$ cat src/rtl/mmio_responder.sv
// MMIO responder beside the data cache: UART status/data, cycle and retire counters.
// Latency: loads return rdata/mmio_sel_q one cycle after issue; stores take effect at the next edge.
// Backpressure: rx_ready drops when the receive FIFO is full; a TX write is dropped while a byte is pending.
module mmio_responder #(
  parameter int RX_DEPTH = 4
) (
  input  logic        clk,
  input  logic        reset,
  input  logic [31:0] addr,
  input  logic [31:0] wdata,
  input  logic        we,
  input  logic        re,
  input  logic        inst_retire,
  output logic [31:0] rdata,
  output logic        mmio_sel_q,
  output logic [7:0]  tx_data,
  output logic        tx_valid,
  input  logic        tx_ready,
  input  logic [7:0]  rx_data,
  input  logic        rx_valid,
  output logic        rx_ready
);

  localparam int PW = $clog2(RX_DEPTH);
  localparam logic [PW:0] FULL_CNT = (PW+1)'(RX_DEPTH);

  localparam logic [7:0] OFF_STATUS = 8'h00;
  localparam logic [7:0] OFF_RXDATA = 8'h04;
  localparam logic [7:0] OFF_TXDATA = 8'h08;
  localparam logic [7:0] OFF_CYCLE  = 8'h10;
  localparam logic [7:0] OFF_INSTR  = 8'h14;
  localparam logic [7:0] OFF_CLEAR  = 8'h18;

  logic        sel;
  logic [7:0]  off;
  logic        is_wr;
  logic        is_rd;
  logic        unused_ok;

  logic [7:0]  rx_mem [RX_DEPTH];
  logic [PW-1:0] rd_ptr;
  logic [PW-1:0] wr_ptr;
  logic [PW:0]   rx_cnt;
  logic        rx_nonempty;
  logic        fifo_full;
  logic        push;
  logic        pop;

  logic        tx_wr;
  logic        cnt_clr;
  logic [31:0] cyc_cnt;
  logic [31:0] inst_cnt;
  logic [31:0] rd_next;

  // Address decode: store wins over load, word-granular offsets
  assign sel       = (addr[31:28] == 4'h8);
  assign off       = {addr[7:2], 2'b00};
  assign is_wr     = we && sel;
  assign is_rd     = re && !we && sel;
  assign unused_ok = ^{addr[27:8], addr[1:0], wdata[31:8]};

  assign rx_nonempty = (rx_cnt != '0);
  assign fifo_full   = (rx_cnt == FULL_CNT);
  assign rx_ready    = !fifo_full && !reset;
  assign push        = rx_valid && rx_ready;
  assign pop         = is_rd && (off == OFF_RXDATA) && rx_nonempty;

  assign tx_wr   = is_wr && (off == OFF_TXDATA) && !tx_valid;
  assign cnt_clr = is_wr && (off == OFF_CLEAR);

  // Read mux: samples pre-edge state; anything not a selected load returns 0
  always_comb begin
    rd_next = '0;
    if (is_rd) begin
      case (off)
        OFF_STATUS: rd_next = {30'b0, rx_nonempty, !tx_valid};
        OFF_RXDATA: rd_next = rx_nonempty ? {24'h0, rx_mem[rd_ptr]} : 32'h0;
        OFF_CYCLE:  rd_next = cyc_cnt;
        OFF_INSTR:  rd_next = inst_cnt;
        default:    rd_next = '0;
      endcase
    end
  end

  // Registered load response for the stage-M select
  always_ff @(posedge clk) begin
    if (reset) begin
      rdata      <= '0;
      mmio_sel_q <= 1'b0;
    end else begin
      rdata      <= rd_next;
      mmio_sel_q <= is_rd;
    end
  end

  // Receive FIFO storage; contents are meaningless until counted as occupied
  always_ff @(posedge clk) begin
    if (push) rx_mem[wr_ptr] <= rx_data;
  end

  // Receive FIFO pointers and occupancy; simultaneous push and pop leaves occupancy alone
  always_ff @(posedge clk) begin
    if (reset) begin
      wr_ptr <= '0;
      rd_ptr <= '0;
      rx_cnt <= '0;
    end else begin
      if (push) wr_ptr <= wr_ptr + PW'(1);
      if (pop)  rd_ptr <= rd_ptr + PW'(1);
      if (push && !pop)      rx_cnt <= rx_cnt + (PW+1)'(1);
      else if (pop && !push) rx_cnt <= rx_cnt - (PW+1)'(1);
    end
  end

  // Single-entry transmit holding register; a write only lands when nothing is pending
  always_ff @(posedge clk) begin
    if (reset) begin
      tx_valid <= 1'b0;
      tx_data  <= '0;
    end else begin
      if (tx_valid && tx_ready) tx_valid <= 1'b0;
      if (tx_wr) begin
        tx_valid <= 1'b1;
        tx_data  <= wdata[7:0];
      end
    end
  end

  // Free-running cycle and retired-instruction counters; clear beats increment
  always_ff @(posedge clk) begin
    if (reset || cnt_clr) begin
      cyc_cnt  <= '0;
      inst_cnt <= '0;
    end else begin
      cyc_cnt <= cyc_cnt + 32'd1;
      if (inst_retire) inst_cnt <= inst_cnt + 32'd1;
    end
  end

endmodule

$ cat config.mk
export PLATFORM = sky130hd
export DESIGN_NAME = mmio_responder
export DESIGN_NICKNAME = d
export VERILOG_FILES = /design/src/rtl/mmio_responder.sv
export SDC_FILE = /design/constraint.sdc
export NUM_CORES = 1
export LEC_CHECK = 0
export ABC_AREA = 1
export CORE_ASPECT_RATIO = 0.6
export CORE_MARGIN = 2
export CORE_UTILIZATION = 57
export CTS_CLUSTER_SIZE = 40
export DETAILED_ROUTE_END_ITERATION = 6
export MAX_ROUTING_LAYER = met4
export PLACE_DENSITY = 0.86
export SLEW_MARGIN = 20
export SYNTH_ARGS = -nofsm -noshare
export SYNTH_HDL_FRONTEND = slang
export SYNTH_SLANG_ARGS = --single-unit
$ cat constraint.sdc
create_clock -name clk -period 2.92 [get_ports clk]
set_input_delay 0.438 -clock clk [delete_from_list [all_inputs] [get_ports clk]]
set_output_delay 0.438 -clock clk [all_outputs]
set_load 0.05 [all_outputs]
**Word level (Yosys, flattened, before mapping)**

Memory sizes are Yosys's and may differ from the RTL's. A register that Yosys moved wholly into a read port is not among the register bits.
Cells that the tools add are included.

- Register bits: 113
- Memory bits (writable): 32
- Bits of input ports: 79
- Output and inout bits: 43
- Memories: 1

Memories:

| name | depth | bits a word | rd ports | clocked after memory_dff | write ports | RTL line | source |
|---|---|---|---|---|---|---|---|
| rx_mem | 4 | 8 | 1 | 1 | 1 | 40 | `logic [7:0] rx_mem [RX_DEPTH];` |

- Add/sub/neg operators: 6
- Equality and inequality tests: 7
- Multiplexer cells: 10
- Bitwise operators: 1
- Reductions and logical operators: 25

Operators by type and width:

| cell | number |
|---|---|
| $pmux W32 S4 | 1 |
| $add A32 B1 Y32 const B | 2 |
| $eq A6 B3 Y1 const B | 3 |
| $logic_and A1 B1 Y1 | 13 |
| $logic_not A8 Y1 | 1 |
| $mux W8 | 1 |
| $eq A6 B1 Y1 const B | 1 |
| $eq A6 B2 Y1 const B | 1 |
| $logic_not A1 Y1 | 6 |
| $mux W3 | 2 |
| $add A2 B1 Y2 const B | 2 |
| $eq A4 B4 Y1 const B | 1 |
| $mux W1 | 4 |
| $mux W2 | 2 |
| $reduce_bool A2 Y1 | 2 |
| $add A3 B1 Y3 const B | 1 |
| $eq A3 B3 Y1 const B | 1 |
| $reduce_bool A3 Y1 | 1 |
| $sub A3 B1 Y3 const B | 1 |
| $reduce_or A2 Y1 | 1 |
| $logic_or A1 B1 Y1 | 1 |
| $not A1 Y1 | 1 |

**Depth between registers and ports, before layout**

- Depth after elaboration: 8
- Mapped depth: 13
- Mapped depth without buffers: 12

**Least setup slack after synthesis**

Ideal clock, no wire load.

- Kind: register to register
- Start point: reg rx_cnt[1]
- End point: reg rx_cnt[2]
- Arrival time: 2.773 ns
- Required time: 2.798 ns
- Slack: 0.025 ns
- Cell stages (with the launch flop): 12
- Period minus slack after synthesis: 2.895 ns
- Path through: dfxtp_1 > inv_1 > a31oi_1 > nand2_1 > inv_1 > ha_1 > inv_1 > fa_1 > a21oi_1 > o21ai_0 > o21ai_0 > a21oi_1

- Longest elaborated chain between the ends: 7

RTL lines:

| what | RTL line | source |
|---|---|---|
| start: declaration | 43 | `logic [PW:0] rx_cnt;` |
| start signal: assignment | 110 | `if (push && !pop) rx_cnt <= rx_cnt + (PW+1)'(1);` |
| start signal: assignment | 111 | `else if (pop && !push) rx_cnt <= rx_cnt - (PW+1)'(1);` |
| $eq A3 B3 Y1 * | 63 | `assign fifo_full = (rx_cnt == FULL_CNT);` |
| $logic_not A1 Y1 * | 64 | `assign rx_ready = !fifo_full && !reset;` |
| $logic_and A1 B1 Y1 * | 64 |  |
| named net rx_ready | 21 | `output logic rx_ready` |
| $logic_and A1 B1 Y1 * | 65 | `assign push = rx_valid && rx_ready;` |
| named net push | 46 | `logic push;` |
| $logic_not A1 Y1 | 111 |  |
| $logic_and A1 B1 Y1 | 111 |  |
| $reduce_bool A2 Y1 (no line) | -- |  |

The timed path passes the listed nets; every way through them passes the cells marked *. The select of a mux whose other input is x is not followed.
A chain may end at the register's enable or synchronous reset.

**Worst setup path in the final report**

- Start point: reg rx_cnt[1]
- End point: reg rx_cnt[2]

- Longest elaborated chain between the ends: 7

RTL lines:

| what | RTL line |
|---|---|
| $eq A3 B3 Y1 * | 63 |
| $logic_not A1 Y1 * | 64 |
| $logic_and A1 B1 Y1 * | 64 |
| $logic_and A1 B1 Y1 * | 65 |
| named net push | 46 |
| $logic_not A1 Y1 | 111 |
| $logic_and A1 B1 Y1 | 111 |
| $reduce_bool A2 Y1 (no line) | -- |

Marked as above.

==> results.md <==
- Crit path DAT: 2.59 ns
- Post-DP HPWL: 12.6 mm
- 1st-iter DRT viols: 637
- Number of setup violations in the final report: 0
- Antenna viol nets, final: 0
- R2R depth: 11
- Cts repair resizes: 0
- Largest family of logic cells by synthesized area: simple AND/OR/NAND/NOR gates
- Status: completed
- # fillers: a little over 800
- Rel. slew slack: 57.9%
- Mux cell area share after synthesis: 0%
- Mapped Cells: approximately 870
- Die area: 12700 um2
- Drt first pass iters: 6
- Psw: just over 0.001 W
- Final TNS setup: 0 ns
- Core area: between 10000 and 15000 um2
- Tot Pwr: 0.00454 W
- Worst Path Max Fanout: 9
- Ys flop type: dfxtp_1
- Fin. Hold Viols: 0
- Clk buf depth: 2
- Final global-route overflow total: 0
- Worst-Skew Late Latency: roughly 0.42 ns
- Worst Setup End Kind: register
- Die width: 144 um
- H-tree depth: 4
- Internal Pwr Total: 0.00353 W
- DR DRC count: 0
- PD cells: roughly 550 nW/um2
- Clock sink total: 147
- RSZ-0062 raised after global routing: no
- Hold WS: 0.483 ns
- Final Net Count: 1041
- Cell area after layout: 8270 um2
- Post CTS Setup Buffer Count: 0
- Highest metal used: met4
- CP max stage delay: between 0.3 and 0.4 ns
- First-pass GRT wire length: about 28 mm
- Switching Fraction: 22.2%
- Net Count, Synth: 953
- Sequential-to-total area share from yosys stat: 48.7%
- Post-synthesis simple-gate area fraction: roughly a third
- Adder-cell share of the synthesized area: 1.61%
- Synth Area in Compound Gates: a little under a tenth
- Tmin final: 2.29 ns
- Flops & latches, synth: roughly 150
- YS warnings: 0
- Number of max-cap violations: 0
- Final Util: 72.7%
- PortBufs: 75
- Clock share of power: 49.4%
- Worst-Margin Slew: about 0.63 ns
- Logic pwr share: 3.9%
- Layout cells sized above 1: 8.89%
- Layout area overhead: 23.3%
- Met2 WL post-DR: 7.56 mm
- Via count: 6193
- Antenna cells: 0
- Netlist cell types: 38
- Cts hold-fix bufs: 0
- Period Utilization, post-route: 78.6%
- Worst hold stages: 2
- Critical path class: reg2reg
- DR WL/cell: 15.7 um
- Synth Area in XOR/XNOR: 2.48%
- Initial Util: about 59%
- Wl on met1: 8.04 mm
- Ys async rst share: 0%
- Peak Freq: 0.436 GHz
- Leak Pwr: roughly 2.9 nW
- Critical path startpoint category: register
- Layout Skew: 0.00989 ns
- Critical path cell sequence: inv_1 -> a31oi_1 -> nand2_1 -> inv_1 -> ha_1 -> inv_1 -> fa_1 -> a21oi_1 -> o21ai_0 -> o21ai_0 -> a21oi_1
- Register area: 3260 um2
- Max Slew Vio Count: 0
- CTS clock-pin slew for the worst setup and hold paths: approximately 0.06 ns
- Root Buffer: clkbuf_16
- GP Congestion: 0.967
- Most frequent CP cell: inv_1
- I/O pin count: 122
- Vias in the first global route: 5727
- Delay-heaviest family, CP: compound AO/OA/AOI/OAI gates
- Routed vias/inst: 5.50
- CP max stage cell: fa_1
- Worst Hold Class: reg2reg
- Total length of routed wires: 17.8 mm
- # rows: 30
- Sequential group share of total power: a little under half
- Total track usage: between 30% and 40%
- Initial antenna violation count: 0
- Metal3 WL: approximately 1.9 mm
- Multi-input gate area: 3060 um2
- Placement Cell Area: 7660 um2
- Buf/Inv on CP: 3
- Number of cells on the critical path: 11
- Number of flops mapped to enable cells by yosys: 32
- Required @ worst endpoint: 3.22 ns
- Pin count of the biggest net entering global routing: 32
- Total CTS buffers: 17
- Die H: between 80 and 90 um
- CTS tree: built
- Synthesized area per cell: around 7.7 um2
- Maximum VDD drop: 0.399 mV
- Post-Syn Area: approximately 6700 um2
cells by family after synthesis:
kind of cell / after synthesis
XOR/XNOR: 19
AND/OR/NAND/NOR: 488
buffers and inverters: 94
adder cells (fa/ha/maj): 8
flip-flops: 147
AO/OA/AOI/OAI: 110
cell type report:
type	count	share of cell area [%]
clock buffer	18	5.19
timing repair buffer	87	10.3
tap	160	2.42
inverter	76	3.45
clock inverter	14	2.12
sequential	147	39.5
multi-input combinational	625	37.1
power by group through the flow:
| stage | logic, W | registers [W] | clock network (W) |
|---|---|---|---|
| 2_1_floorplan | 0.0000870 | 0.00215 | 0 |
| 6_report | 0.000179 | 0.00211 | 0.00224 |
| 3_3_place_gp | 0.000170 | 0.00216 | 0 |
| 4_1_cts | 0.000177 | 0.00211 | 0.00225 |
| 5_1_grt | 0.000196 | 0.00212 | 0.00234 |
| 3_5_place_dp | 0.000175 | 0.00216 | 0 |
per-stage QoR:
step	std cells	setup WS, ns
global route	1127	0.459
CTS	1127	0.641
global placement	1095	0.370
detailed placement	1095	0.329
finish	1127	0.625
floorplan	866	0.0249
cell usage after synthesis, drive strengths merged, types with 7 or more instances:
master | count | area, um2
nor2 | 215 | 920
nand2 | 197 | 764
dfxtp | 115 | 2300
inv | 75 | 282
a21oi | 44 | 220
nand3 | 38 | 215
o21ai | 34 | 174
edfxtp | 32 | 961
a22oi | 24 | 180
buf | 15 | 90.1
nand4 | 13 | 81.3
xor2 | 12 | 105
nand3b | 9 | 67.6
ha | 7 | 87.6
nor3 | 7 | 46.3
xnor2 | 7 | 61.3
final timing paths:
kind,to,from,slack (ns)
hold / removal,tx_data[1],tx_data[1],0.48
setup / recovery,rx_cnt[2],rx_cnt[1],0.63
setup reg to reg,rx_cnt[2],rx_cnt[1],0.63
hold reg to reg,tx_data[1],tx_data[1],0.48
layout by cell type, fill, tap and decap left out, drive strengths merged:
| cell | count |
|---|---|
| a31oi | 3 |
| xor2 | 12 |
| a22oi | 24 |
| dfxtp | 115 |
| nand3 | 38 |
| nand4 | 13 |
| clkinvlp | 3 |
| o22ai | 5 |
| nor2 | 215 |
| nand2 | 197 |
| o21ai | 34 |
| nor4 | 1 |
| clkinv | 4 |
| and3 | 2 |
| nor3 | 7 |
| fa | 1 |
| clkbuf | 18 |
| xnor2 | 7 |
| or2 | 2 |
| buf | 13 |
| nor3b | 3 |
| nand3b | 9 |
| and2 | 1 |
| inv | 80 |
| a21oi | 44 |
| clkdlybuf4s50 | 74 |
| ha | 7 |
| bufinv | 3 |
| edfxtp | 32 |
tightest hold or removal path, cell delays in order, from the launching register on:
cell	delay, ns
dfxtp_1	0.32
nor2_1	0.05
nor2_1	0.08
registers in the layout, summed over array words and instances (netlist names), named ones only:
register and flops:
cyc_cnt 32, inst_cnt 32, rdata 32, rx_mem 32, tx_data 8, rx_cnt 3, rd_ptr 2, wr_ptr 2
mmio_sel_q 1, tx_valid 1
routing by layer:
metal / GRT usage, % / up-vias
met1: 43.3 / 2844
met3: 7.82 / 29
met2: 42.9 / 327
met4: 10.1 / 0
met5: - / -
li1: - / 2993
(Power assumes the default switching activity.)
